<file path="src/rtl/serial_link_pkg.sv">
// Shared definitions for the single-wire synchronous serial link (receiver and transmitter).
package serial_link_pkg;

    localparam int unsigned MAX_DATA_W = 16;

    localparam logic START_BIT  = 1'b0;
    localparam logic STOP_BIT   = 1'b1;
    localparam logic IDLE_LEVEL = 1'b1;

    typedef enum logic [2:0] {
        IDLE   = 3'd0,
        DATA   = 3'd1,
        PARITY = 3'd2,
        STOP   = 3'd3,
        BREAK  = 3'd4
    } rx_state_e;

    // Even-parity bit for up to MAX_DATA_W payload bits (zero-extend narrower words).
    function automatic logic even_parity(input logic [MAX_DATA_W-1:0] bits);
        return ^bits;
    endfunction

endpackage

</file>
<file path="src/rtl/serial_frame_rx_if.sv">
// Serial line plus word-side valid/ack handshake and error flags of the frame receiver.
interface serial_frame_rx_if #(
    parameter int unsigned DATA_W = 8
);
    logic              din;
    logic              rd_ack;
    logic [DATA_W-1:0] data;
    logic              data_valid;
    logic              parity_err;
    logic              frame_err;
    logic              overrun;

    modport master (
        output din, rd_ack,
        input  data, data_valid, parity_err, frame_err, overrun
    );

    modport slave (
        input  din, rd_ack,
        output data, data_valid, parity_err, frame_err, overrun
    );
endinterface

</file>
<file path="src/rtl/serial_shift_reg.sv">
// Right-shift register: new bits enter at the MSB so an LSB-first stream lands in order.
module serial_shift_reg #(
    parameter int unsigned WIDTH = 8
) (
    input  logic             clk,
    input  logic             rst_n,
    input  logic             clr,
    input  logic             shift_en,
    input  logic             din,
    output logic [WIDTH-1:0] q
);
    logic [WIDTH-1:0] sr_d;
    logic [WIDTH-1:0] sr_q;

    always_comb begin
        sr_d = sr_q;
        if (clr) begin
            sr_d = '0;
        end else if (shift_en) begin
            sr_d = {din, sr_q[WIDTH-1:1]};
        end
    end

    always_ff @(posedge clk or negedge rst_n) begin
        if (!rst_n) begin
            sr_q <= '0;
        end else begin
            sr_q <= sr_d;
        end
    end

    assign q = sr_q;
endmodule

</file>
<file path="src/rtl/serial_frame_rx.sv">
// Serial frame receiver: deframes start/data/parity/stop, checks errors and holds each good
// word behind a valid/ack handshake with sticky overrun.
module serial_frame_rx
    import serial_link_pkg::*;
#(
    parameter int unsigned DATA_W    = 8,
    parameter bit          PARITY_EN = 1'b1
) (
    input  logic              clk,
    input  logic              rst_n,
    serial_frame_rx_if.slave  rx
);
    localparam int unsigned CNT_W = $clog2(DATA_W);
    localparam logic [CNT_W-1:0] LAST_BIT = CNT_W'(DATA_W - 1);

    rx_state_e         state_d, state_q;
    logic [CNT_W-1:0]  bit_cnt_d, bit_cnt_q;
    logic              din_q;
    logic              par_bit_d, par_bit_q;
    logic [DATA_W-1:0] data_d, data_q;
    logic              data_valid_d, data_valid_q;
    logic              parity_err_d, parity_err_q;
    logic              frame_err_d, frame_err_q;
    logic              overrun_d, overrun_q;
    logic              sr_clr, sr_shift, accept, par_bad;
    logic [DATA_W-1:0] sr;

    serial_shift_reg #(.WIDTH(DATA_W)) u_sr (
        .clk      (clk),
        .rst_n    (rst_n),
        .clr      (sr_clr),
        .shift_en (sr_shift),
        .din      (din_q),
        .q        (sr)
    );

    assign par_bad = PARITY_EN && (even_parity(MAX_DATA_W'(sr)) ^ par_bit_q);

    always_comb begin
        state_d      = state_q;
        bit_cnt_d    = bit_cnt_q;
        par_bit_d    = par_bit_q;
        data_d       = data_q;
        data_valid_d = data_valid_q;
        overrun_d    = overrun_q;
        parity_err_d = 1'b0;
        frame_err_d  = 1'b0;
        sr_clr       = 1'b0;
        sr_shift     = 1'b0;
        accept       = 1'b0;

        unique case (state_q)
            IDLE: begin
                if (din_q == START_BIT) begin
                    state_d   = DATA;
                    bit_cnt_d = '0;
                    sr_clr    = 1'b1;
                end
            end
            DATA: begin
                sr_shift = 1'b1;
                // Counter holds on the last bit so it never wraps inside a frame.
                if (bit_cnt_q == LAST_BIT) begin
                    state_d = PARITY_EN ? PARITY : STOP;
                end else begin
                    bit_cnt_d = bit_cnt_q + CNT_W'(1);
                end
            end
            PARITY: begin
                par_bit_d = din_q;
                state_d   = STOP;
            end
            STOP: begin
                if (din_q != STOP_BIT) begin
                    frame_err_d = 1'b1;
                    state_d     = BREAK;
                end else if (par_bad) begin
                    parity_err_d = 1'b1;
                    state_d      = IDLE;
                end else begin
                    accept  = 1'b1;
                    state_d = IDLE;
                end
            end
            BREAK: begin
                if (din_q == IDLE_LEVEL) begin
                    state_d = IDLE;
                end
            end
            default: state_d = IDLE;
        endcase

        // Word-side handshake: an ack in the accept cycle frees the slot for the new word.
        if (accept) begin
            if (!data_valid_q || rx.rd_ack) begin
                data_d       = sr;
                data_valid_d = 1'b1;
                if (rx.rd_ack) begin
                    overrun_d = 1'b0;
                end
            end else begin
                overrun_d = 1'b1;
            end
        end else if (rx.rd_ack && data_valid_q) begin
            data_valid_d = 1'b0;
            overrun_d    = 1'b0;
        end
    end

    always_ff @(posedge clk or negedge rst_n) begin
        if (!rst_n) begin
            din_q        <= IDLE_LEVEL;
            state_q      <= IDLE;
            bit_cnt_q    <= '0;
            par_bit_q    <= 1'b0;
            data_q       <= '0;
            data_valid_q <= 1'b0;
            parity_err_q <= 1'b0;
            frame_err_q  <= 1'b0;
            overrun_q    <= 1'b0;
        end else begin
            din_q        <= rx.din;
            state_q      <= state_d;
            bit_cnt_q    <= bit_cnt_d;
            par_bit_q    <= par_bit_d;
            data_q       <= data_d;
            data_valid_q <= data_valid_d;
            parity_err_q <= parity_err_d;
            frame_err_q  <= frame_err_d;
            overrun_q    <= overrun_d;
        end
    end

    assign rx.data       = data_q;
    assign rx.data_valid = data_valid_q;
    assign rx.parity_err = parity_err_q;
    assign rx.frame_err  = frame_err_q;
    assign rx.overrun    = overrun_q;
endmodule

</file>
<file path="src/flat_wrapper.sv">
// flat-port wrapper written by rule: the top's interface ports become plain ports
module serial_frame_rx_flat import serial_link_pkg::*;
#(
    parameter int unsigned DATA_W    = 8,
    parameter bit          PARITY_EN = 1'b1
)
  (clk, rst_n, rx_din, rx_rd_ack, rx_data, rx_data_valid, rx_parity_err, rx_frame_err, rx_overrun);
  serial_frame_rx_if #(.DATA_W(DATA_W)) rx_i ();
  input  logic clk;
  input  logic rst_n;
  input wire logic [$bits(rx_i.din)-1:0] rx_din;
  input wire logic [$bits(rx_i.rd_ack)-1:0] rx_rd_ack;
  output wire logic [$bits(rx_i.data)-1:0] rx_data;
  output wire logic [$bits(rx_i.data_valid)-1:0] rx_data_valid;
  output wire logic [$bits(rx_i.parity_err)-1:0] rx_parity_err;
  output wire logic [$bits(rx_i.frame_err)-1:0] rx_frame_err;
  output wire logic [$bits(rx_i.overrun)-1:0] rx_overrun;
  assign rx_i.din = rx_din;
  assign rx_i.rd_ack = rx_rd_ack;
  assign rx_data = rx_i.data;
  assign rx_data_valid = rx_i.data_valid;
  assign rx_parity_err = rx_i.parity_err;
  assign rx_frame_err = rx_i.frame_err;
  assign rx_overrun = rx_i.overrun;
  serial_frame_rx #(.DATA_W(DATA_W), .PARITY_EN(PARITY_EN)) u_core (.clk(clk), .rst_n(rst_n), .rx(rx_i));
endmodule
</file>
<file path="config.mk">
export PLATFORM = sky130hd
export DESIGN_NAME = serial_frame_rx_flat
export DESIGN_NICKNAME = d
export VERILOG_FILES = /design/src/rtl/serial_link_pkg.sv /design/src/rtl/serial_frame_rx_if.sv /design/src/rtl/serial_shift_reg.sv /design/src/rtl/serial_frame_rx.sv /design/src/flat_wrapper.sv
export SDC_FILE = /design/constraint.sdc
export NUM_CORES = 1
export LEC_CHECK = 0
export ABC_CLOCK_PERIOD_IN_PS = 5800
export CORE_AREA = 2 2 52 54
export CTS_CLUSTER_DIAMETER = 30
export CTS_CLUSTER_SIZE = 28
export DETAILED_ROUTE_END_ITERATION = 10
export DIE_AREA = 0 0 54 56
export PLACE_DENSITY = 0.76
export SLEW_MARGIN = 20
export SYNTH_ARGS = -nofsm -noshare
export SYNTH_HDL_FRONTEND = slang
export SYNTH_SLANG_ARGS = --single-unit
</file>
<file path="constraint.sdc">
create_clock -name clk -period 5.8 [get_ports clk]
set_input_delay 1.16 -clock clk [delete_from_list [all_inputs] [get_ports clk]]
set_output_delay 1.16 -clock clk [all_outputs]
set_load 0.03 [all_outputs]
</file>
* After elaboration in Yosys (flattened, before gate mapping) *
Index checks and enable logic that the tools add are counted.

storage, ports and cells
  register bits = 28
  input port bits = 4
  output and inout port bits = 12
  word-level logic and storage cells = 62

operators by class
  add/sub/neg operators = 1
  equal/unequal tests = 11
  muxes and demuxes = 26
  bitwise gates (word level) = 1
  reduce and logical (&&, ||, !) cells = 13

operators by type and width
  kind                   number
  $mux W3                6
  $mux W1                16
  $mux W8                2
  $reduce_xor A16 Y1     1
  $pmux W3 S5            1
  $eq A3 B2 Y1 const B   2
  $eq A3 B3 Y1 const B   2
  $ne A2 B2 Y1 const B   3
  $pmux W3 S2            1
  $reduce_and A2 Y1      3
  $reduce_and A3 Y1      2
  $reduce_bool A2 Y1     3
  $ne A2 B1 Y1 const B   2
  $add A3 B1 Y3 const B  1
  $eq A3 B1 Y1 const B   1
  $logic_not A3 Y1       1
  $ne A3 B3 Y1 const B   1
  $logic_and A1 B1 Y1    1
  $logic_not A1 Y1       1
  $logic_or A1 B1 Y1     1
  $xor A1 B1 Y1          1

* Depth between registers and ports, before layout *
Gate-level depths: netlist (run 1).

  depth after elaboration = 7
  depth in mapped cells = 6
  gate-level depth less buffers = 5

* Cells and area by module *
A second synthesis (run 1) with hierarchy kept.

second synthesis, totals
  cells, all modules = 113
  area total of the unflattened synthesis = 1351.3 µm²

by module, submodules not included
  module            times used  cells an instance  area each (µm²)  seq. area each (µm²)
  serial_frame_rx   1           87                 1026.0           501.7
  serial_shift_reg  1           26                 325.3            200.2

* Worst setup path after synthesis (run 1) *
No wires, ideal clock.

  path type = input-to-reg
  start point = input rx_rd_ack
  end point = register u_core.data_q[0] (netlist: u_core.rx.data[0])
  setup time = 0.125 ns
  arrival = 2.041 ns
  data required time = 5.675 ns
  slack = 3.634 ns
  stages = 4
  path buffers = 0
  path through = nor2b_1 -> nor3_1 -> mux2i_4 -> mux2_2

on the way
  cells in the longest elaborated chain, start to end = 2

RTL lines
  what                                RTL line                text
  from (decl)                         flat_wrapper.sv:12      input wire logic [$bits(rx_i.rd_ack)-1:0] rx_rd_ack;
  $logic_or A1 B1 Y1                  serial_frame_rx.sv:95   if (!data_valid_q || rx.rd_ack) begin
  $reduce_and A2 Y1 (no source line)  -
  to (signal assigned)                serial_frame_rx.sv:126  data_q <= data_d;
  to (decl)                           serial_frame_rx.sv:20   logic [DATA_W-1:0] data_d, data_q;

Every way passes these cells.
A chain may end at the register's enable or synchronous reset.

* Worst setup path after layout (run 1) *
  start point = register u_core.data_valid_q (netlist: u_core.rx.data_valid)
  end point = output rx_data_valid

RTL lines
  what                    RTL line                text
  from (decl)             serial_frame_rx.sv:21   logic data_valid_d, data_valid_q;
  from (signal assigned)  serial_frame_rx.sv:127  data_valid_q <= data_valid_d;
  to (decl)               flat_wrapper.sv:14      output wire logic [$bits(rx_i.data_valid)-1:0] rx_data_valid;

No word-level cell between the ends.

==> results of run 1 <==
power by group:
| group | total, mW | internal, mW | switching, mW |
|---|---|---|---|
| clock | 0.124 | 0.0698 | 0.0540 |
| sequential | 0.334 | 0.266 | 0.0685 |
| combinational | 0.466 | 0.254 | 0.212 |
worst paths after layout:
kind | from | cells past startpoint | slack (ns) | end
max | u_core.rx.data_valid$_DFFE_PN0P_ | 1 | 3.24 | rx_data_valid
min | u_core.par_bit_q$_DFFE_PN0N_ | 2 | 0.52 | u_core.par_bit_q$_DFFE_PN0N_
max reg2reg | u_core.u_sr.q[4]$_DFFE_PN0P_ | 4 | 3.79 | u_core.rx.data[3]$_DFFE_PN0P_
min reg2reg | u_core.par_bit_q$_DFFE_PN0N_ | 2 | 0.52 | u_core.par_bit_q$_DFFE_PN0N_
max in group asynchronous | rst_n | 2 | 4.29 | u_core.din_q$_DFF_PN1_
min in group asynchronous | rst_n | 2 | 1.20 | u_core.rx.data[3]$_DFFE_PN0P_
final cells by class:
type | count | area share
sequential | 28 | 0.4617
multi-input combinational | 65 | 0.3704
timing repair buffer | 16 | 0.1037
tap | 30 | 0.02469
clock inverter | 1 | 0.01975
clock buffer | 3 | 0.01481
inverter | 2 | 0.004938
flip-flops by register name (all words and copies together) (netlist names):
signal	flops
u_core.rx.data_valid	1
u_core.din_q	1
u_core.rx.overrun	1
u_core.rx.parity_err	1
u_core.par_bit_q	1
u_core.state_q	3
u_core.u_sr.q	8
u_core.rx.data	8
u_core.rx.frame_err	1
u_core.bit_cnt_q	3
metal layers:
metal  vias to the layer above  GRT usage  share of wire
li1                        392          -              -
met4                         0    0.07500          0.018
met2                        11     0.2474           0.47
met3                         4    0.03226          0.025
met1                       409     0.2131           0.49
met5                         -          0              0
metrics by stage:
stage,area [um2],worst slack (ns)
floorplan,1285,3.634
global placement,1468,3.095
detailed placement,1468,3.039
CTS,1520,3.221
global route,1520,3.162
finish,1520,3.240
kinds of logic (layout without fill, tap and decap cells):
| family | Yosys count | count (layout) | share of synthesized area |
|---|---|---|---|
| compound gates | 20 | 20 | 0.1198 |
| xor+xnor | 7 | 7 | 0.08179 |
| fa+ha+maj | 2 | 2 | 0.01947 |
| buf+inv | 5 | 22 | 0.01558 |
| flops | 28 | 28 | 0.5463 |
| mux | 12 | 12 | 0.1130 |
| simple gates | 24 | 24 | 0.1042 |
cells in the mapped netlist:
library cell / count
dfrtp_1: 27
a22o_1: 12
mux2_2: 10
nor2_1: 7
nor3_1: 4
a21oi_1: 3
nand2b_1: 3
xnor2_1: 3
clkbuf_1: 2
ha_1: 2
inv_1: 2
nand2_1: 2
nand3b_1: 2
a211oi_1: 1
and2_1: 1
buf_2: 1
dfstp_2: 1
mux2i_1: 1
mux2i_4: 1
nand4b_1: 1
nor2b_1: 1
nor3_2: 1
o21a_1: 1
o21ai_0: 1
o21ai_1: 1
o311ai_1: 1
or2_2: 1
or3b_2: 1
xnor3_1: 1
xnor3_2: 1
xor2_1: 1
xor3_1: 1
==> run_results.csv, run 1 <==
group,metric,value,unit
clocking,cts_tree,"done",
die,die-area,3024,um2
die,die_height,56,um
worst_setup_path,crit_fanout,4,
die,initial_core_util,0.5283,
worst_setup_path,worst-path-buf-inv,1,
timing,fmax,390.6,MHz
grt,grt_usage,0.1606,
final_layout,layout-drive-gt1-share,0.1826,
worst_setup_path,max_stage_delay,0.68,ns
worst_setup_path,critical_path_class,"register to output port",
synthesis,post_synth_main_area_contributors,"dfrtp_1 (53%), mux2_2 (8.8%), a22o_1 (8.2%), dfstp_2 (2.0%), nor2_1 (2.0%)",
clocking,cts.sinks,28,
worst_setup_path,arrival,1.40,ns
routing,routed_wl,2.067,mm
timing,clock_skew,0.003491,ns
clocking,cts_root_buf,"clkbuf_4",
synthesis,synth_top_area_frac,0.5258,
placement,dp_cells,141,
worst_setup_path,cp_slowest_cell,"clkdlybuf4s50_1",
timing,max_slew.worst_pin.slew,0.7543,ns
clocking,clockBufferDepth,2,
die,core_area,2432,um2
clocking,cts.repair.resized,0,
placement,port_buffers,15,
grt,antenna_found_initial,0,
synthesis,syn_avg_cell_area,13.11,um2
die,ioPinCount,16,
final_layout,layout_commonest_cell,"dfrtp_1",
grt,grt_pass1_vias,787,
synthesis,synth-seq-cells,28,
power,ir_drop,0.0003353,V
timing,min_period_over_period,0.4414,
placement,dp_hpwl,1.426,mm
worst_setup_path,worst_path_dominant_cell_family,"buffers and inverters",
routing,postRouteAntennaNets,0,
routing,via_per_inst,5.628,
final_layout,regArea,701.9,um2
grt,grt.overflow.total,0,
routing,drc,0,
clocking,clk_latency,0.32,ns
grt,grt_max_degree,29,
final_layout,mostFrequentLayoutCells,"dfrtp_1 (27), clkdlybuf4s50_1 (15), a22o_1 (12)",
synthesis,netlist_area,1285,um2
routing,wl_per_cell,14.26,um
final_layout,diodes,0,
timing,holdWs,0.5190,ns
clocking,hold_buffers,0,
clocking,htree_levels,1,
timing,rsz0062_at_grt,"no",
routing,firstDrtPassIters,4,
clocking,cts_buffers,3,
timing,drv_slew,0,
worst_setup_path,crit_path_end_kind,"output port",
timing,setup_viol,0,
timing,hold_viol,0,
power,finalPower,923.8,uW
timing,tns,0,ns
final_layout,layout.nets,122,
synthesis,yosysSeqAreaShare,0.5463,
worst_setup_path,cp-start-kind,"register",
die,fp-row-count,18,
timing,fin_crit,2.560,ns
synthesis,synth_nets,104,
routing,drt_iter0_markers,10,
final_layout,fin_cells,145,
clocking,clk_pin_slew,0.14,ns
worst_setup_path,worstPathRequired,4.64,ns
placement,place.gp.congestion,0.7829,
grt,grt_pass1_wl,3.546,mm
power,leakagePower,0.6988,nW
synthesis,yosysUniqueCellTypes,32,
final_layout,nFillCells,189,
die,die_width,54,um
run,drv_cap,0,
synthesis,synth_warnings,0,
final_layout,syn_to_final_growth,18.31,%
final_layout,multi_input_area,563.0,um2
routing,vias,816,
timing,relSlewSlack,0.4937,
synthesis,yosys.area.top_type,"dfrtp_1",
clocking,cts_setup_buffers,0,
final_layout,final_util,0.6250,
worst_setup_path,cp_cell_sequence,"clkdlybuf4s50_1",
power,powerDensity,607.7,nW/um2
synthesis,postSynthCellCount,98,
status,outcome,"completed",
worst_hold_path,hold_class,"register to register",
(Power assumes the default switching activity.)
==> run 2: changes to the inputs <==
--- a/config.mk
+++ b/config.mk
@@ -5,13 +5,13 @@
 export SDC_FILE = /design/constraint.sdc
 export NUM_CORES = 1
 export LEC_CHECK = 0
-export ABC_CLOCK_PERIOD_IN_PS = 5800
-export CORE_AREA = 2 2 52 54
+export ABC_CLOCK_PERIOD_IN_PS = 2150
+export CORE_AREA = 2 2 55 57
 export CTS_CLUSTER_DIAMETER = 30
 export CTS_CLUSTER_SIZE = 28
 export DETAILED_ROUTE_END_ITERATION = 10
-export DIE_AREA = 0 0 54 56
-export PLACE_DENSITY = 0.76
+export DIE_AREA = 0 0 57 59
+export PLACE_DENSITY = 0.72
 export SLEW_MARGIN = 20
 export SYNTH_ARGS = -nofsm -noshare
 export SYNTH_HDL_FRONTEND = slang
==> constraint.sdc (replaced) <==
create_clock -name clk -period 2.15 [get_ports clk]
set_input_delay 0.43 -clock clk [delete_from_list [all_inputs] [get_ports clk]]
set_output_delay 0.43 -clock clk [all_outputs]
set_load 0.03 [all_outputs]
==> run_results.csv, run 2 (synthesis gave the netlist of run 1 again) <==
group,metric,value,unit
status,outcome,"completed",
routing,drt_iter0_markers,9,
timing,hold_viol,0,
power,ir_drop,0.001052,V
timing,tns,0,ns
timing,relSlewSlack,0.7629,
clocking,clk_pin_slew,0.14,ns
worst_setup_path,worstPathRequired,2.38,ns
grt,use_met2,0.2365,
routing,drc,0,
final_layout,mostFrequentLayoutCells,"dfrtp_1 (27), clkdlybuf4s50_1 (15), a22o_1 (12)",
final_layout,nFillCells,242,
routing,wl_per_cell,13.99,um
die,initial_core_util,0.4741,
timing,fin_crit,2.006,ns
timing,clock_skew,0.001304,ns
routing,routed_wl,2.057,mm
timing,setup_viol,0,
routing,firstDrtPassIters,4,
grt,top_usage_layer,"met2",
power,powerDensity,1593,nW/um2
final_layout,final_area,1513,um2
die,die_height,59,um
timing,rsz0062_at_grt,"no",
timing,drv_slew,0,
final_layout,diodes,0,
worst_setup_path,cp_slowest_cell,"xnor3_2",
clocking,cts_tree,"done",
worst_hold_path,hold_class,"input pin to async pin",
placement,dp_hpwl,1.460,mm
clocking,cts_buffers,3,
worst_setup_path,crit_path_start,"u_core.u_sr.q[4]$_DFFE_PN0P_",
power,leakagePower,0.6971,nW
placement,port_buffers,15,
clocking,clk_latency,0.32,ns
clocking,cts.sinks,28,
worst_setup_path,critical_path_class,"register to register",
routing,postRouteAntennaNets,0,
worst_setup_path,timing.rr.start,"u_core.u_sr.q[4]$_DFFE_PN0P_",
die,die-area,3363,um2
placement,place.gp.congestion,0.8335,
worst_setup_path,crit_fanout,8,
clocking,cts_root_buf,"clkbuf_4",
timing,fmax,498.6,MHz
worst_setup_path,cp_cell_sequence,"xor2_1 -> xnor3_2 -> mux2i_4 -> mux2_2",
final_layout,layout_commonest_cell,"dfrtp_1",
clocking,cts_setup_buffers,0,
run,drv_cap,0,
clocking,cts.repair.resized,0,
final_layout,layout-drive-gt1-share,0.1897,
die,fp-row-count,19,
grt,grt_usage,0.1406,
worst_setup_path,arrival,2.23,ns
placement,dp_cells,143,
grt,antenna_found_initial,0,
grt,use_met3,0.03930,
grt,grt_max_degree,29,
die,core_area,2710,um2
routing,vias,782,
clocking,hold_buffers,0,
timing,min_period_over_period,0.9328,
grt,grt_pass1_wl,3.698,mm
placement,placed_area,1476,um2
final_layout,fin_cells,147,
routing,via_per_inst,5.320,
die,ioPinCount,16,
clocking,clockBufferDepth,2,
worst_setup_path,crit_path_end_kind,"register",
worst_setup_path,cp-start-kind,"register",
grt,grt_util_met1,0.1882,
clocking,htree_levels,1,
final_layout,syn_to_final_growth,17.72,%
final_layout,layout.nets,123,
grt,grt.overflow.total,0,
grt,grt_pass1_vias,813,
timing,max_slew.worst_pin.slew,0.3482,ns
die,die_width,57,um
worst_setup_path,max_stage_delay,0.49,ns
==> run 2: worst paths after layout <==
kind	to	slack (ns)	cells after the start
max	u_core.rx.data[5]$_DFFE_PN0P_	0.14	4
min	u_core.rx.data[1]$_DFFE_PN0P_	0.46	2
max reg2reg	u_core.rx.data[5]$_DFFE_PN0P_	0.14	4
min reg2reg	u_core.par_bit_q$_DFFE_PN0N_	0.52	2
max in group asynchronous	u_core.din_q$_DFF_PN1_	1.39	2
min in group clk	u_core.din_q$_DFF_PN1_	0.49	1
==> run 2: where the power goes <==
part / total, mW / switching, mW / leakage (nW) / internal [mW]
combinational: 1.25 / 0.560 / 0.317 / 0.695
sequential: 0.900 / 0.183 / 0.359 / 0.717
clock: 0.255 / 0.151 / 0.0210 / 0.104
total: 2.41 / 0.894 / 0.697 / 1.52
==> run 2: per-stage QoR <==
step	utilization	setup slack [ns]	total power, mW	hold slack, ns
2_1_floorplan	-	0.3055	1.874	0.1344
3_3_place_gp	0.5448	0.1784	2.148	0.4885
3_5_place_dp	0.5448	0.1108	2.185	0.4963
4_1_cts	0.5582	0.09391	2.437	0.4640
5_1_grt	0.5582	0.02196	2.587	0.4661
6_report	0.5582	0.1445	2.410	0.4624
==> run 2: metal layers <==
metal | share of wire | wire, um
met5 | 0 | 0
met4 | 0.0063 | 13
met3 | 0.037 | 77
met2 | 0.47 | 966
met1 | 0.49 | 1000
==> run 2: final cells by class <==
type,instances,area [um2],share of cell area
clock buffer,4,36.28,0.02399
inverter,2,7.507,0.004963
multi-input combinational,65,563.0,0.3722
sequential,28,701.9,0.4640
tap,31,38.79,0.02564
timing repair buffer,17,165.2,0.1092
==> run 2: worst max-delay path, delay by kind of cell (launching register included) <==
kind                      cells  cell delay [ns]
muxes                         2             0.79
DFF                           1             0.45
xor gates and xnor gates      2             0.67
==> run 3: changes to the inputs <==
--- a/config.mk
+++ b/config.mk
@@ -7,10 +7,10 @@
 export LEC_CHECK = 0
 export ABC_CLOCK_PERIOD_IN_PS = 2150
 export CORE_AREA = 2 2 55 57
-export CTS_CLUSTER_DIAMETER = 30
 export CTS_CLUSTER_SIZE = 28
 export DETAILED_ROUTE_END_ITERATION = 10
 export DIE_AREA = 0 0 57 59
+export MAX_ROUTING_LAYER = met4
 export PLACE_DENSITY = 0.72
 export SLEW_MARGIN = 20
 export SYNTH_ARGS = -nofsm -noshare
==> run_results.csv, run 3 (synthesis gave the netlist of run 1 again) <==
group,metric,value,unit
status,outcome,"completed",
placement,dp_hpwl,1.460,mm
routing,vias,781,
routing,postRouteAntennaNets,0,
worst_setup_path,worstPathRequired,2.38,ns
final_layout,layout_commonest_cell,"dfrtp_1",
placement,port_buffers,15,
final_layout,multi_input_area,563.0,um2
placement,placed_area,1476,um2
timing,setup_viol,0,
grt,grt_usage,0.1449,
grt,grt.overflow.total,0,
grt,use_met2,0.2365,
die,fp-row-count,19,
timing,hold_viol,0,
clocking,clk_latency,0.32,ns
final_layout,layout.nets,123,
routing,via_per_inst,5.313,
clocking,htree_levels,1,
placement,place.gp.congestion,0.8464,
clocking,clk_pin_slew,0.14,ns
final_layout,nFillCells,242,
routing,routed_wl,2.048,mm
final_layout,mostFrequentLayoutCells,"dfrtp_1 (27), clkdlybuf4s50_1 (15), a22o_1 (12)",
timing,drv_slew,0,
grt,grt_pass1_wl,3.705,mm
die,core_area,2710,um2
timing,min_period_over_period,0.9330,
timing,max_slew.worst_pin.slew,0.3483,ns
power,powerDensity,1592,nW/um2
routing,drt_iter0_markers,21,
grt,top_usage_layer,"met2",
worst_setup_path,cp-start-kind,"register",
power,leakagePower,0.6971,nW
final_layout,layout-drive-gt1-share,0.1897,
worst_setup_path,reg2regPathDepth,4,
worst_setup_path,critical_path_class,"register to register",
grt,grt_util_met1,0.1882,
timing,fin_crit,2.006,ns
die,ioPinCount,16,
timing,clock_skew,0.001307,ns
clocking,cts_root_buf,"clkbuf_4",
routing,drc,0,
power,ir_drop,0.001052,V
timing,tns,0,ns
final_layout,syn_to_final_growth,17.72,%
die,initial_core_util,0.4741,
placement,dpl_worst_slack,0.1108,ns
worst_hold_path,hold_class,"input pin to async pin",
clocking,clockBufferDepth,2,
final_layout,diodes,0,
worst_setup_path,arrival,2.23,ns
clocking,cts.repair.resized,0,
timing,post-route-worst-setup-slack,0.1441,ns
clocking,hold_buffers,0,
clocking,cts.sinks,28,
grt,antenna_found_initial,0,
final_layout,regArea,701.9,um2
timing,relSlewSlack,0.7628,
clocking,cts_buffers,3,
worst_setup_path,crit_path_end_kind,"register",
final_layout,final_area,1513,um2
grt,grt_max_degree,29,
timing,fmax,498.5,MHz
die,die_height,59,um
timing,rsz0062_at_grt,"no",
die,die_width,57,um
grt,use_met3,0.03930,
routing,firstDrtPassIters,4,
worst_setup_path,crit_fanout,8,
die,die-area,3363,um2
run,drv_cap,0,
clocking,cts_setup_buffers,0,
clocking,cts_tree,"done",
grt,grt_pass1_vias,814,
routing,wl_per_cell,13.93,um
-- run 3: cell counts in the layout (fill, tap and decap cells not counted) --
No cell type changed its count.
-- run 3: worst paths after layout --
kind,startpoint,end,slack (ns)
setup / recovery,u_core.u_sr.q[4]$_DFFE_PN0P_,u_core.rx.data[1]$_DFFE_PN0P_,0.14
hold / removal,rst_n,u_core.rx.data[1]$_DFFE_PN0P_,0.46
setup reg to reg,u_core.u_sr.q[4]$_DFFE_PN0P_,u_core.rx.data[1]$_DFFE_PN0P_,0.14
hold reg to reg,u_core.par_bit_q$_DFFE_PN0N_,u_core.par_bit_q$_DFFE_PN0N_,0.53
max in group asynchronous,rst_n,u_core.din_q$_DFF_PN1_,1.39
min in group clk,rx_din,u_core.din_q$_DFF_PN1_,0.49
-- run 3: cell type report --
type,count,area share
Clock buffer,4,0.02399
Inverter,2,0.004963
Multi-Input combinational cell,65,0.3722
Sequential cell,28,0.4640
Tap cell,31,0.02564
Timing Repair Buffer,17,0.1092
-- run 3: critical path, cell delays in order (launching register included) --
cell,delay [ns]
dfrtp_1,0.45
xor2_1,0.18
xnor3_2,0.49
mux2i_4,0.41
mux2_2,0.38
-- run 3: through the flow --
stage | util | power [mW] | hold WS (ns) | std cells
finish | 0.5582 | 2.409 | 0.4601 | 147
detailed placement | 0.5448 | 2.185 | 0.4963 | 143
CTS | 0.5582 | 2.437 | 0.4640 | 147
floorplan | - | 1.874 | 0.1344 | 98
global route | 0.5582 | 2.586 | 0.4675 | 147
global placement | 0.5448 | 2.148 | 0.4885 | 143
-- run 3: metal layers --
| metal | vias up | part of all wire |
|---|---|---|
| li1 | 390 | - |
| met5 | - | 0 |
| met4 | 0 | 0.0063 |
| met3 | 2 | 0.038 |
| met2 | 13 | 0.47 |
| met1 | 376 | 0.49 |
-- run 3: where the power goes --
group	switching, mW	internal (mW)	total, mW	leakage (nW)
clock	0.151	0.104	0.255	0.0210
combinational	0.560	0.695	1.25	0.317
sequential	0.182	0.717	0.899	0.359
total	0.893	1.52	2.41	0.697
